File: src/rtl/spi_slave_if.sv
// SPI slave front end: deserialises 10-bit command frames from MOSI and
// serialises one byte of read data onto MISO after a read-data command.
// The system clock doubles as the SPI serial clock; everything runs on its
// rising edge.
module spi_slave_if #(
    parameter logic MISO_IDLE = 1'b0
) (
    input  logic       clk,
    input  logic       rst,
    input  logic       SS_n,
    input  logic       MOSI,
    output logic       MISO,
    output logic [9:0] rx_data,
    output logic       rx_valid,
    input  logic [7:0] tx_data,
    input  logic       tx_valid
);

    typedef enum logic [2:0] {
        IDLE,
        CHK_CMD,
        WRITE,
        READ_ADD,
        READ_DATA
    } state_t;

    // Body counter reaching this value marks a fully received frame; the
    // FSM then parks in its state until SS_n rises.
    localparam logic [3:0] BODY_LAST = 4'd8;
    localparam logic [3:0] BODY_DONE = 4'd9;
    localparam logic [3:0] TX_BITS   = 4'd8;

    state_t      state;
    state_t      state_nxt;
    logic [3:0]  bit_cnt;
    logic [8:0]  rx_shift;
    logic        rd_addr_seen;
    logic [7:0]  tx_reg;
    logic [3:0]  tx_cnt;
    logic        tx_busy;
    logic        tx_done;

    logic        in_body;
    logic        last_bit;
    logic        data_wait;
    logic        tx_load;

    // Frame-phase decode shared by the FSM and the datapath.
    always_comb begin
        in_body   = (state == WRITE) || (state == READ_ADD) || (state == READ_DATA);
        // SS_n high while bit 0 is sampled is an abort, so it never completes a frame.
        last_bit  = in_body && !SS_n && (bit_cnt == BODY_LAST);
        // Data-wait: read-data frame complete, no byte launched yet.
        data_wait = (state == READ_DATA) && (bit_cnt == BODY_DONE) && !tx_busy && !tx_done;
        tx_load   = data_wait && tx_valid && !SS_n;
    end

    // State register.
    always_ff @(posedge clk) begin
        if (rst) begin
            state <= IDLE;
        end else begin
            state <= state_nxt;
        end
    end

    // Next-state logic; SS_n high drops any active frame back to IDLE.
    always_comb begin
        state_nxt = state;
        case (state)
            IDLE: begin
                if (!SS_n) begin
                    state_nxt = CHK_CMD;
                end
            end
            CHK_CMD: begin
                if (SS_n) begin
                    state_nxt = IDLE;
                end else if (!MOSI) begin
                    state_nxt = WRITE;
                end else if (rd_addr_seen) begin
                    state_nxt = READ_DATA;
                end else begin
                    state_nxt = READ_ADD;
                end
            end
            WRITE, READ_ADD, READ_DATA: begin
                if (SS_n) begin
                    state_nxt = IDLE;
                end
            end
            default: state_nxt = IDLE;
        endcase
    end

    // Receive shifting, frame strobe, read-address tracking and MISO serialiser.
    always_ff @(posedge clk) begin
        if (rst) begin
            bit_cnt      <= 4'd0;
            rx_shift     <= 9'd0;
            rx_data      <= 10'h000;
            rx_valid     <= 1'b0;
            rd_addr_seen <= 1'b0;
            tx_reg       <= 8'h00;
            tx_cnt       <= 4'd0;
            tx_busy      <= 1'b0;
            tx_done      <= 1'b0;
            MISO         <= MISO_IDLE;
        end else begin
            rx_valid <= 1'b0;
            if (SS_n || (state == IDLE)) begin
                // Idle or abort: drop partial progress, keep rd_addr_seen.
                bit_cnt <= 4'd0;
                tx_cnt  <= 4'd0;
                tx_busy <= 1'b0;
                tx_done <= 1'b0;
                MISO    <= MISO_IDLE;
            end else if (state == CHK_CMD) begin
                rx_shift <= {rx_shift[7:0], MOSI};
                bit_cnt  <= 4'd0;
            end else begin
                if (bit_cnt != BODY_DONE) begin
                    rx_shift <= {rx_shift[7:0], MOSI};
                    bit_cnt  <= bit_cnt + 4'd1;
                end
                if (last_bit) begin
                    rx_data  <= {rx_shift, MOSI};
                    rx_valid <= 1'b1;
                    if (state == READ_ADD) begin
                        rd_addr_seen <= 1'b1;
                    end else if (state == READ_DATA) begin
                        rd_addr_seen <= 1'b0;
                    end
                end
                if (tx_load) begin
                    // MSB goes out straight away so it appears the cycle after tx_valid.
                    tx_reg  <= tx_data;
                    MISO    <= tx_data[7];
                    tx_cnt  <= 4'd1;
                    tx_busy <= 1'b1;
                end else if (tx_busy) begin
                    if (tx_cnt == TX_BITS) begin
                        MISO    <= MISO_IDLE;
                        tx_busy <= 1'b0;
                        tx_done <= 1'b1;
                    end else begin
                        MISO   <= tx_reg[3'd7 - tx_cnt[2:0]];
                        tx_cnt <= tx_cnt + 4'd1;
                    end
                end
            end
        end
    end

endmodule

File: config.mk
export PLATFORM = sky130hd
export DESIGN_NAME = spi_slave_if
export DESIGN_NICKNAME = d
export VERILOG_FILES = /design/src/rtl/spi_slave_if.sv
export SDC_FILE = /design/constraint.sdc
export NUM_CORES = 1
export LEC_CHECK = 0
export CAP_MARGIN = 20
export CORE_MARGIN = 1.5
export CORE_UTILIZATION = 55
export DETAILED_ROUTE_END_ITERATION = 16
export PLACE_DENSITY = 0.78
export RECOVER_POWER = 100
export SLEW_MARGIN = 25
export SYNTH_ARGS = -nofsm -noshare
export SYNTH_HDL_FRONTEND = slang
export SYNTH_SLANG_ARGS = --single-unit
File: constraint.sdc
create_clock -name clk -period 2.85 [get_ports clk]
set_clock_uncertainty 0.15 [all_clocks]
set_input_delay 0.57 -clock clk [delete_from_list [all_inputs] [get_ports clk]]
set_output_delay 0.57 -clock clk [all_outputs]
set_load 0.005 [all_outputs]
==> results of run 1 <==
-- layer usage --
metal / GRT usage / vias to the layer above / wire length [um]
li1: - / 685 / -
met1: 0.260 / 662 / 1600
met2: 0.347 / 31 / 1680
met3: 0.0504 / 7 / 151
met4: 0.100 / 0 / 70
met5: 0 / - / 0
-- through the flow --
| step | utilization | power (mW) | setup WS [ns] | instance area [um^2] |
|---|---|---|---|---|
| floorplan | - | 0.645 | 1.11 | 1870 |
| global placement | 0.639 | 0.668 | 0.466 | 2110 |
| detailed placement | 0.639 | 0.670 | 0.399 | 2110 |
| CTS | 0.658 | 0.978 | 0.780 | 2180 |
| global route | 0.651 | 1.01 | 0.425 | 2160 |
| finish | 0.651 | 0.965 | 0.488 | 2160 |
-- synth_stat cells --
cell type,number
and3_1,1
nor2b_1,2
mux2i_1,32
o21ba_1,1
a211oi_2,1
nand3b_1,1
nor3b_1,1
nor4b_2,1
buf_2,1
and2_4,1
clkbuf_1,3
o211ai_1,1
a2111oi_2,1
xnor2_1,3
and4bb_2,1
or3_1,2
nand2_1,5
nor4_1,1
ha_1,5
a31oi_1,2
a21oi_1,3
and3b_1,2
nand3_1,4
buf_6,3
o21ai_2,1
mux4_2,1
dfxtp_1,43
or2_1,1
a2bb2oi_1,1
xor2_1,2
a211oi_1,2
nor3_1,5
buf_4,3
or3b_4,1
nor2_1,40
a32oi_1,1
inv_1,6
or2_2,1
and4_4,1
-- area by class of cell --
cell class | count | share of cell area
repair buffers | 26 | 0.117
multi-input cells | 128 | 0.418
clock buffers | 5 | 0.0174
well taps | 46 | 0.0267
flip-flops and latches | 43 | 0.399
clock inverters | 3 | 0.0116
inverters | 6 | 0.0104
-- power groups by stage --
| stage | clock network [mW] | registers, mW | logic [mW] |
|---|---|---|---|
| floorplan | 0 | 0.619 | 0.0266 |
| global placement | 0 | 0.620 | 0.0481 |
| detailed placement | 0 | 0.621 | 0.0491 |
| CTS | 0.321 | 0.608 | 0.0492 |
| global route | 0.354 | 0.609 | 0.0519 |
| finish | 0.310 | 0.608 | 0.0472 |
-- worst register-to-register path, cell delays in order, from the launching register on --
cell and delay [ns]:
dfxtp_1 0.40, inv_1 0.08, ha_1 0.17, and3b_1 0.24, a211oi_1 0.29, clkbuf_1 0.51
mux2i_1 0.27, nor2_1 0.06
-- worst max-delay path by stage --
stage / from / slack [ns] / to / cells past startpoint
after global placement: SS_n / 0.47 / MISO / 5
after detailed placement: SS_n / 0.40 / MISO / 5
after CTS: SS_n / 0.78 / MISO / 5
after global routing: bit_cnt[1] / 0.43 / rx_shift[8] / 7
after floorplan: bit_cnt[1] / 1.11 / rx_shift[8] / 8
final: SS_n / 0.49 / MISO / 5
-- cells by family (layout without fill, tap and decap cells) --
kind of cell             count (synthesis)  in the layout  share of synthesized area
buffers and inverters                   16             40                     0.0507
multiplexers                            33             33                      0.183
AO/OA/AOI/OAI                           14             14                     0.0607
AND/OR/NAND/NOR                         71             71                      0.190
flip-flops                              43             43                      0.459
adder cells (fa/ha/maj)                  5              5                     0.0334
XOR/XNOR                                 5              5                     0.0234
-- cell usage in the layout (no fill, tap or decap), types with 2 or more instances in the layout --
| cell type | synthesis | layout |
|---|---|---|
| a211oi_1 | 2 | 3 |
| a21oi_1 | 3 | 3 |
| a31oi_1 | 2 | 2 |
| and3b_1 | 2 | 2 |
| clkbuf_4 | 0 | 5 |
| clkdlybuf4s50_1 | 0 | 10 |
| clkinv_4 | 0 | 2 |
| dfxtp_1 | 43 | 43 |
| dlygate4sd3_1 | 0 | 14 |
| ha_1 | 5 | 5 |
| inv_1 | 6 | 6 |
| mux2i_1 | 32 | 32 |
| nand2_1 | 5 | 5 |
| nand3_1 | 4 | 4 |
| nor2_1 | 40 | 40 |
| nor2b_1 | 2 | 2 |
| nor3_1 | 5 | 5 |
| or3_1 | 2 | 2 |
| xnor2_1 | 3 | 3 |
| xor2_1 | 2 | 2 |
==> summary.txt, run 1 <==
Status
  • Status: finished, final reports clean

Critical path
  • Setup crit end kind: flop
  • Critical R2R Capture: rx_shift[8]
  • Worst Setup Path Type: in -> reg
  • Worst path slowest cell: dlygate4sd3_1
  • CP peak stage delay: 0.64 ns
  • CP Data Required Time: 2.93 ns
  • Worst EP arrival: 2.44 ns
  • Crit-path cells: dlygate4sd3_1 -> nor4b_1 -> and4_4 -> nor3_1 -> a2111oi_0
  • WP buf/inv: 1
  • Crit start category: primary input
  • CP delay by family, top: simple AND/OR/NAND/NOR gates
  • Worst Reg-to-Reg Cells: 7
  • Reg2reg start: bit_cnt[1]
  • Worst reg-to-reg setup slack: 0.56 ns
  • Worst-path maximum fanout: 13

Floorplan
  • Core area: 3310 um^2
  • Die Y: 61.4 um
  • Die width: 61.4 um
  • IO Pins: 25
  • FP Rows: 21
  • Die area: 3770 um^2
  • Initial Utilization: 0.566

Global routing
  • Remaining Overflow, GRT: 0
  • Antenna violations before repair: 0
  • First-pass GRT wire length: 5.79 mm
  • Largest net degree at the start of global routing: 31
  • GRT Util Overall: 0.211
  • Vias in the first global route: 1297

Pwr
  • Net Sw Power: 0.238 mW
  • Pwr dens: 448 nW/um^2
  • Combinational fraction of design power: 0.049
  • Leakage Power: 0.888 nW
  • Sequential share of power: 0.630
  • Switching Share: 0.247
  • Worst IR drop on VDD: 0.268 mV
  • Clock power frac: 0.322
  • Pint: 0.727 mW

CTS
  • Post-cts hold buffer count: 0
  • CTS root buf: clkbuf_4
  • # clock sinks: 43
  • Htree depth: 2
  • Clk pin slew, worst setup/hold paths: 0.13 ns
  • Clk_lat worst skew: 0.36 ns
  • Setup Buffers After CTS: 0
  • CTS tree: yes
  • CTS Buf Count: 5
  • # resized after CTS: 0
  • Clk buf depth: 2

Logic synthesis
  • Avg Inst Size Synth: 10.0 um^2
  • Mapped Area: 1870 um^2
  • Post-Syn Instances: 187
  • Synth area leaders: dfxtp_1 (46%), mux2i_1 (17%), nor2_1 (8.0%)
  • Yosys warnings: 0
  • Cell variety after synth: 39
  • Post-Synthesis Net Count: 205
  • Biggest area consumer among synthesized cells: dfxtp_1
  • Part of the Yosys area used for sequential elements: 0.459
  • Area share of the largest cell type after synthesis: 0.459
  • Synth Register Bits: 43

Worst hold path
  • Hold EP: tx_reg[7]
  • Hold Path Class: reg -> reg
  • Hold Crit Start: tx_reg[7]
  • Hold depth: 2

Cells and area
  • Max FFs per register: 10
  • Layout area overhead: 15.0%
  • Layout cell share with drive strength beyond 1: 0.0711
  • Sequential cell area: 861 um^2
  • Layout fillers: 297
  • Non-filler cells, final: 257
  • NumNets Final: 228
  • Ant. Diodes: 0
  • Multi-input gate area: 901 um^2

Place
  • Dpl hpwl: 2.55 mm
  • Cell Count Post-Placement: 249
  • Routability-driven placement congestion ratio: 0.799
  • # port buffers: 24

Drt
  • DRC errors left: 0
  • DR vias/cell: 5.39
  • Detail Route Antenna Nets: 0
  • Total detailed-routing wirelength: 3.50 mm
  • DRT Pass-1 Iters: 4
  • Routed len/inst: 13.6 um
  • Routed via count: 1385
  • Iter 0 DRT Violations: 69

Timing
  • Worst hold margin: 0.360 ns
  • Worst relative slew slack: 0.533
  • TNS Setup: 0 ns
  • FMAX: 423 MHz
  • Max Slew Vio Count: 0
  • Fin crit period: 2.36 ns
  • Hold Vio Cnt, Final: 0
  • Fin crit share: 0.829
  • RSZ-0062 raised after global routing: false
  • Worst Tran Pin Value: 0.701 ns
  • Final setup viols: 0

Run
  • Max Cap Violations: 0
Power figures use the tool's default switching activity.
==> run 2, diff against run 1 <==
Settings changed: CORE_UTILIZATION 55 to 54, PLACE_DENSITY 0.78 to 0.77.
Clock period 2.85 ns to 2.4 ns, I/O delays scaled along.
==> run 2 against run 1 <==
First-iteration DRC count is 19% lower. Worst hold slack worse by 0.0059 ns. Sequential power rose by 19%. Largest cell class unchanged. Register-to-register slack worse by 0.14 ns. Worst setup slack worse by 0.070 ns.
==> summary.txt, run 2 (same netlist as run 1, synthesis figures left out) <==
Status
  • Status: finished, final reports clean

Floorplan
  • Die Y: 61.9 um (+0.88%)
  • Die area: 3830 um^2 (+1.8%)
  • Core area: 3340 um^2 (+0.79%)
  • IO Pins: 25 (unchanged)
  • Die width: 61.9 um (+0.88%)
  • FP Rows: 21 (unchanged)
  • Initial Utilization: 0.562 (-0.00446)

Global routing
  • Largest net degree at the start of global routing: 31 (unchanged)
  • GRT Util Overall: 0.193 (-0.0173)
  • First-pass GRT wire length: 5.33 mm (-8.0%)
  • Vias in the first global route: 1269 (-2.2%)
  • Remaining Overflow, GRT: 0 (unchanged)
  • Antenna violations before repair: 0 (unchanged)

Worst hold path
  • Hold Path Class: reg -> reg
  • Hold Crit Start: rx_data[2]
  • Hold EP: rx_data[2]
  • Hold depth: 2 (unchanged)

Place
  • Dpl cell area: 2120 um^2 (+0.36%)
  • Setup WS pre-CTS: 0.180 ns (-0.220 ns)
  • Dpl hpwl: 2.38 mm (-6.4%)
  • Routability-driven placement congestion ratio: 0.799 (about the same)
  • Cell Count Post-Placement: 250 (+0.40%)
  • # port buffers: 24 (unchanged)

Timing
  • Worst relative slew slack: 0.537 (+0.00452)
  • Max Slew Vio Count: 0 (unchanged)
  • Setup WS post-layout: 0.417 ns (-0.0705 ns)
  • Fin crit share: 0.826
  • TNS Setup: 0 ns (unchanged)
  • Fin crit period: 1.98 ns
  • Hold Vio Cnt, Final: 0 (unchanged)
  • RSZ-0062 raised after global routing: false
  • FMAX: 504 MHz
  • Final setup viols: 0 (unchanged)
  • Worst Tran Pin Value: 0.694 ns (-0.00677 ns)

Critical path
  • CP peak stage delay: 0.39 ns (-0.25 ns)
  • Reg2reg start: bit_cnt[1]
  • Crit start category: flop
  • Worst EP arrival: 2.08 ns (-0.36 ns)
  • Crit-path cells: inv_1 -> ha_1 -> and3b_1 -> a211oi_2 -> clkbuf_2 -> mux2i_1 -> nor2_1
  • Setup crit end kind: flop
  • Worst-path maximum fanout: 9 (-4)
  • Worst Reg-to-Reg Cells: 7 (unchanged)
  • Worst Setup Path Type: reg -> reg
  • CP Data Required Time: 2.50 ns (-0.43 ns)
  • Worst path slowest cell: dfxtp_1
  • Critical R2R Capture: rx_shift[1]
  • Worst reg-to-reg setup slack: 0.42 ns (-0.14 ns)

Drt
  • Routed len/inst: 12.7 um (-7.0%)
  • Routed via count: 1327 (-4.2%)
  • Total detailed-routing wirelength: 3.27 mm (-6.7%)
  • Detail Route Antenna Nets: 0 (unchanged)
  • Iter 0 DRT Violations: 56 (-19%)
  • DRC errors left: 0 (unchanged)
  • DR vias/cell: 5.14 (-4.6%)
  • DRT Pass-1 Iters: 4 (unchanged)

Cells and area
  • Commonest non-fill, non-tap cell in the layout: dfxtp_1
  • Non-filler cells, final: 258 (+0.39%)
  • NumNets Final: 229 (+0.44%)
  • Most frequent cells in the layout: dfxtp_1 (43), nor2_1 (40), mux2i_1 (32)
  • Layout area overhead: 17.5%
  • Cell area after layout: 2200 um^2 (+2.1%)
  • Layout cell share with drive strength beyond 1: 0.0896 (+0.0185)
  • Max FFs per register: 10 (unchanged)
  • Ant. Diodes: 0 (unchanged)

Pwr
  • Worst IR drop on VDD: 0.375 mV (+40%)
  • Leakage Power: 0.912 nW (+2.7%)
  • Pwr dens: 572 nW/um^2 (+28%)

Run
  • Max Cap Violations: 0 (unchanged)

CTS
  • Clk buf depth: 2 (unchanged)
  • Post-cts hold buffer count: 0 (unchanged)
  • Clk_lat worst skew: 0.36 ns (about the same)
  • Htree depth: 2 (unchanged)
  • # clock sinks: 43 (unchanged)
  • CTS root buf: clkbuf_4
  • Clk pin slew, worst setup/hold paths: 0.12 ns (about the same)
  • CTS Buf Count: 5 (unchanged)
  • CTS tree: yes
  • Setup Buffers After CTS: 0 (unchanged)
  • # resized after CTS: 0 (unchanged)
## run 2: critical path, delay by kind of cell (launching register included)
family,cells,cell delay (ns)
AOI/OAI and AO/OA,1,0.24
muxes,1,0.23
adders and majority gates,1,0.18
and+or+nand+nor,2,0.29
buffers and inverters,2,0.40
DFF,1,0.39
## run 2: area by class of cell
type | instances | area [um^2]
tap | 46 | 57.6
clock inverter | 2 | 35.0
fill | 281 | 1130
clock buffer | 6 | 51.3
timing repair buffer | 27 | 256
sequential | 43 | 861
multi-input combinational | 128 | 918
inverter | 6 | 22.5
## run 2: per-stage QoR
stage | utilization | hold WS (ns) | total power, mW
floorplan | - | 0.305 | 0.766
global placement | 0.636 | 0.323 | 0.796
detailed placement | 0.636 | 0.332 | 0.797
CTS | 0.662 | 0.362 | 1.27
global route | 0.660 | 0.379 | 1.30
finish | 0.660 | 0.354 | 1.26
## run 2: report_power, final
part	switching [mW]	internal, mW	leakage [nW]	total [mW]
combinational	0.0281	0.0302	0.517	0.0583
clock	0.233	0.246	0.0482	0.479
sequential	0.00460	0.716	0.347	0.721
## run 2: routing by layer
metal,up-vias,wire length [um],GRT usage
li1,689,-,-
met1,612,1570,0.229
met2,18,1510,0.314
met3,8,98,0.0476
met4,0,83,0.122
met5,-,0,0
## run 2: how the worst max path moves through the flow
stage,from,endpoint,slack (ns),cells after the start
6_report,bit_cnt[1],rx_shift[1],0.42,7
5_1_grt,bit_cnt[1],rx_shift[1],0.25,7
4_1_cts,bit_cnt[1],MISO,0.48,6
3_5_place_dp,SS_n,MISO,0.18,5
3_3_place_gp,SS_n,MISO,0.21,5
2_1_floorplan,bit_cnt[1],rx_shift[8],0.66,8
==> run 3, diff against run 2 <==
Settings changed: CORE_UTILIZATION 54 to 48, PLACE_DENSITY 0.77 to 0.72.
Clock period 2.4 ns to 1.75 ns, I/O delays scaled along.
==> run 3 against run 2 <==
The flow now finishes with violations (setup timing). Worst setup slack worse by 0.45 ns. Die area grew 12%. Cell count is 7.8% higher. Largest cell class unchanged. Largest power group unchanged.
==> summary.txt, run 3 (same netlist as run 1, synthesis figures left out) <==
Worst hold path
  • Hold Path Class: in -> reg
  • Hold Crit Start: SS_n
  • Hold depth: 3 (+1)
  • Hold EP: state[2]

Place
  • Routability-driven placement congestion ratio: 0.828 (+3.7%)
  • # port buffers: 24 (unchanged)
  • Cell Count Post-Placement: 263 (+5.2%)
  • Dpl hpwl: 2.70 mm (+13%)
  • Dpl cell area: 2240 um^2 (+5.8%)

Timing
  • Max Slew Vio Count: 0 (unchanged)
  • RSZ-0062 raised after global routing: true
  • Worst hold margin: 0.308 ns (-0.0464 ns)
  • Fin crit period: 1.78 ns (-0.200 ns)
  • FMAX: 561 MHz (+11%)
  • Setup WS post-layout: -0.0330 ns (-0.450 ns)
  • Worst relative slew slack: 0.738 (+0.200)
  • Fin crit share: 1.02 (+0.193)
  • Final setup viols: 4 (+4)
  • Worst Tran Pin Value: 0.390 ns (-0.304 ns)
  • Hold Vio Cnt, Final: 0 (unchanged)

Critical path
  • Crit start category: flop
  • Worst Setup Path Type: reg -> reg
  • CP Data Required Time: 1.79 ns (-0.71 ns)
  • Worst EP arrival: 1.82 ns (-0.26 ns)
  • Worst-path maximum fanout: 5 (-4)
  • Critical R2R Capture: MISO
  • Worst Reg-to-Reg Cells: 7 (unchanged)
  • Setup crit end kind: flop
  • Reg2reg start: bit_cnt[1]
  • Crit-path cells: inv_2 -> ha_4 -> and3b_2 -> and4_4 -> buf_12 -> nor2b_4 -> a2111oi_4
  • Worst path slowest cell: dfxtp_2
  • Worst reg-to-reg setup slack: -0.03 ns (-0.45 ns)
  • CP peak stage delay: 0.34 ns (-0.05 ns)

Global routing
  • First-pass GRT wire length: 6.44 mm (+21%)
  • GRT met3 Usage: 0.0479 (+0.000326)
  • Most used routing layer: met2
  • M1 GR Usage: 0.247 (+0.0181)
  • Remaining Overflow, GRT: 0 (unchanged)
  • Antenna violations before repair: 0 (unchanged)
  • M2 GR Usage: 0.335 (+0.0212)
  • Vias in the first global route: 1441 (+14%)
  • GRT Util Overall: 0.198 (+0.00407)
  • Largest net degree at the start of global routing: 21 (-32%)

Cells and area
  • Ant. Diodes: 0 (unchanged)
  • Layout cell share with drive strength beyond 1: 0.222 (+0.132)
  • Max FFs per register: 10 (unchanged)
  • Commonest non-fill, non-tap cell in the layout: nor2_1
  • Cell area after layout: 2500 um^2 (+14%)
  • Most frequent cells in the layout: nor2_1 (39), dfxtp_1 (37), mux2i_1 (32)
  • Final Util: 0.673 (+0.0128)
  • NumNets Final: 247 (+7.9%)
  • Non-filler cells, final: 278 (+7.8%)
  • Layout area overhead: 33.4%

Floorplan
  • FP Rows: 22 (+4.8%)
  • Die area: 4290 um^2 (+12%)
  • Core area: 3720 um^2 (+11%)
  • Die width: 65.5 um (+5.8%)
  • Die Y: 65.5 um (+5.8%)
  • Initial Utilization: 0.504 (-0.0573)
  • IO Pins: 25 (unchanged)

CTS
  • # clock sinks: 43 (unchanged)
  • Htree depth: 2 (unchanged)
  • CTS Buf Count: 5 (unchanged)
  • CTS root buf: clkbuf_8
  • CTS tree: yes
  • Clk buf depth: 2 (unchanged)
  • Post-cts hold buffer count: 0 (unchanged)
  • Clk_lat worst skew: 0.29 ns (-0.07 ns)
  • Clk pin slew, worst setup/hold paths: 0.08 ns (-0.04 ns)

Status
  • Violated checks: setup timing
  • Status: finished with violations

Pwr
  • Pwr dens: 744 nW/um^2 (+30%)
  • Design Power: 1.86 mW (+48%)
  • Worst IR drop on VDD: 0.589 mV (+57%)
  • Leakage Power: 1.01 nW (+11%)

Drt
  • DRC errors left: 0 (unchanged)
  • DRT Pass-1 Iters: 3 (-1)
  • Iter 0 DRT Violations: 32 (-43%)
  • Detail Route Antenna Nets: 0 (unchanged)
  • Total detailed-routing wirelength: 3.97 mm (+22%)
  • Routed via count: 1424 (+7.3%)
  • DR vias/cell: 5.12 (-0.41%)
  • Routed len/inst: 14.3 um (+13%)

Run
  • Max Cap Violations: 0 (unchanged)
==> run 3: critical path: cells and delay by family (launching register included) <==
| family | cells | cell delay, ns |
|---|---|---|
| AND/OR/NAND/NOR | 3 | 0.55 |
| flip-flops | 1 | 0.34 |
| AO/OA/AOI/OAI | 1 | 0.32 |
| buffers and inverters | 2 | 0.18 |
| adder cells (fa/ha/maj) | 1 | 0.14 |
==> run 3: through the flow <==
stage          setup TNS, ns  setup slack [ns]
2_1_floorplan              0            0.0137
3_3_place_gp           -4.88            -0.212
3_5_place_dp           -5.69            -0.246
4_1_cts                    0           0.00498
5_1_grt               -0.868            -0.112
6_report             -0.0648           -0.0330
==> run 3: what timing repair did <==
| item | CTS | global route |
|---|---|---|
| gates cloned | 1 | 1 |
| resized for setup | 7 | 15 |
| buffers inserted | 0 | 5 |
| endpoints found under the setup margin | 6 | 30 |
| pin swaps | 4 | 7 |
==> run 3: cell type report <==
cell class,count,area (um^2)
clock buffers,6,82.6
clock inverters,2,35.0
fillers,306,1220
inverters,6,22.5
multi-input cells,128,970
flip-flops and latches,43,871
well taps,48,60.1
repair buffers,45,459
==> run 3: routing by layer <==
layer	wire length, um	up-vias
met5	0	-
met4	49	0
met3	131	4
met2	1970	20
met1	1820	683
li1	-	717
==> run 3: worst max path at each step <==
stage | from | to | slack [ns] | cells after the start
2_1_floorplan | bit_cnt[1] | rx_shift[8] | 0.01 | 8
3_3_place_gp | SS_n | MISO | -0.21 | 5
3_5_place_dp | SS_n | tx_reg[7] | -0.25 | 6
4_1_cts | tx_cnt[1] | MISO | 0.005 | 6
5_1_grt | bit_cnt[1] | MISO | -0.11 | 7
6_report | bit_cnt[1] | MISO | -0.03 | 7
==> run 3: power by group <==
part	switching (mW)	internal, mW	total [mW]
combinational	0.0434	0.0485	0.0919
sequential	0.00763	0.980	0.988
clock	0.319	0.461	0.781
total	0.370	1.49	1.86
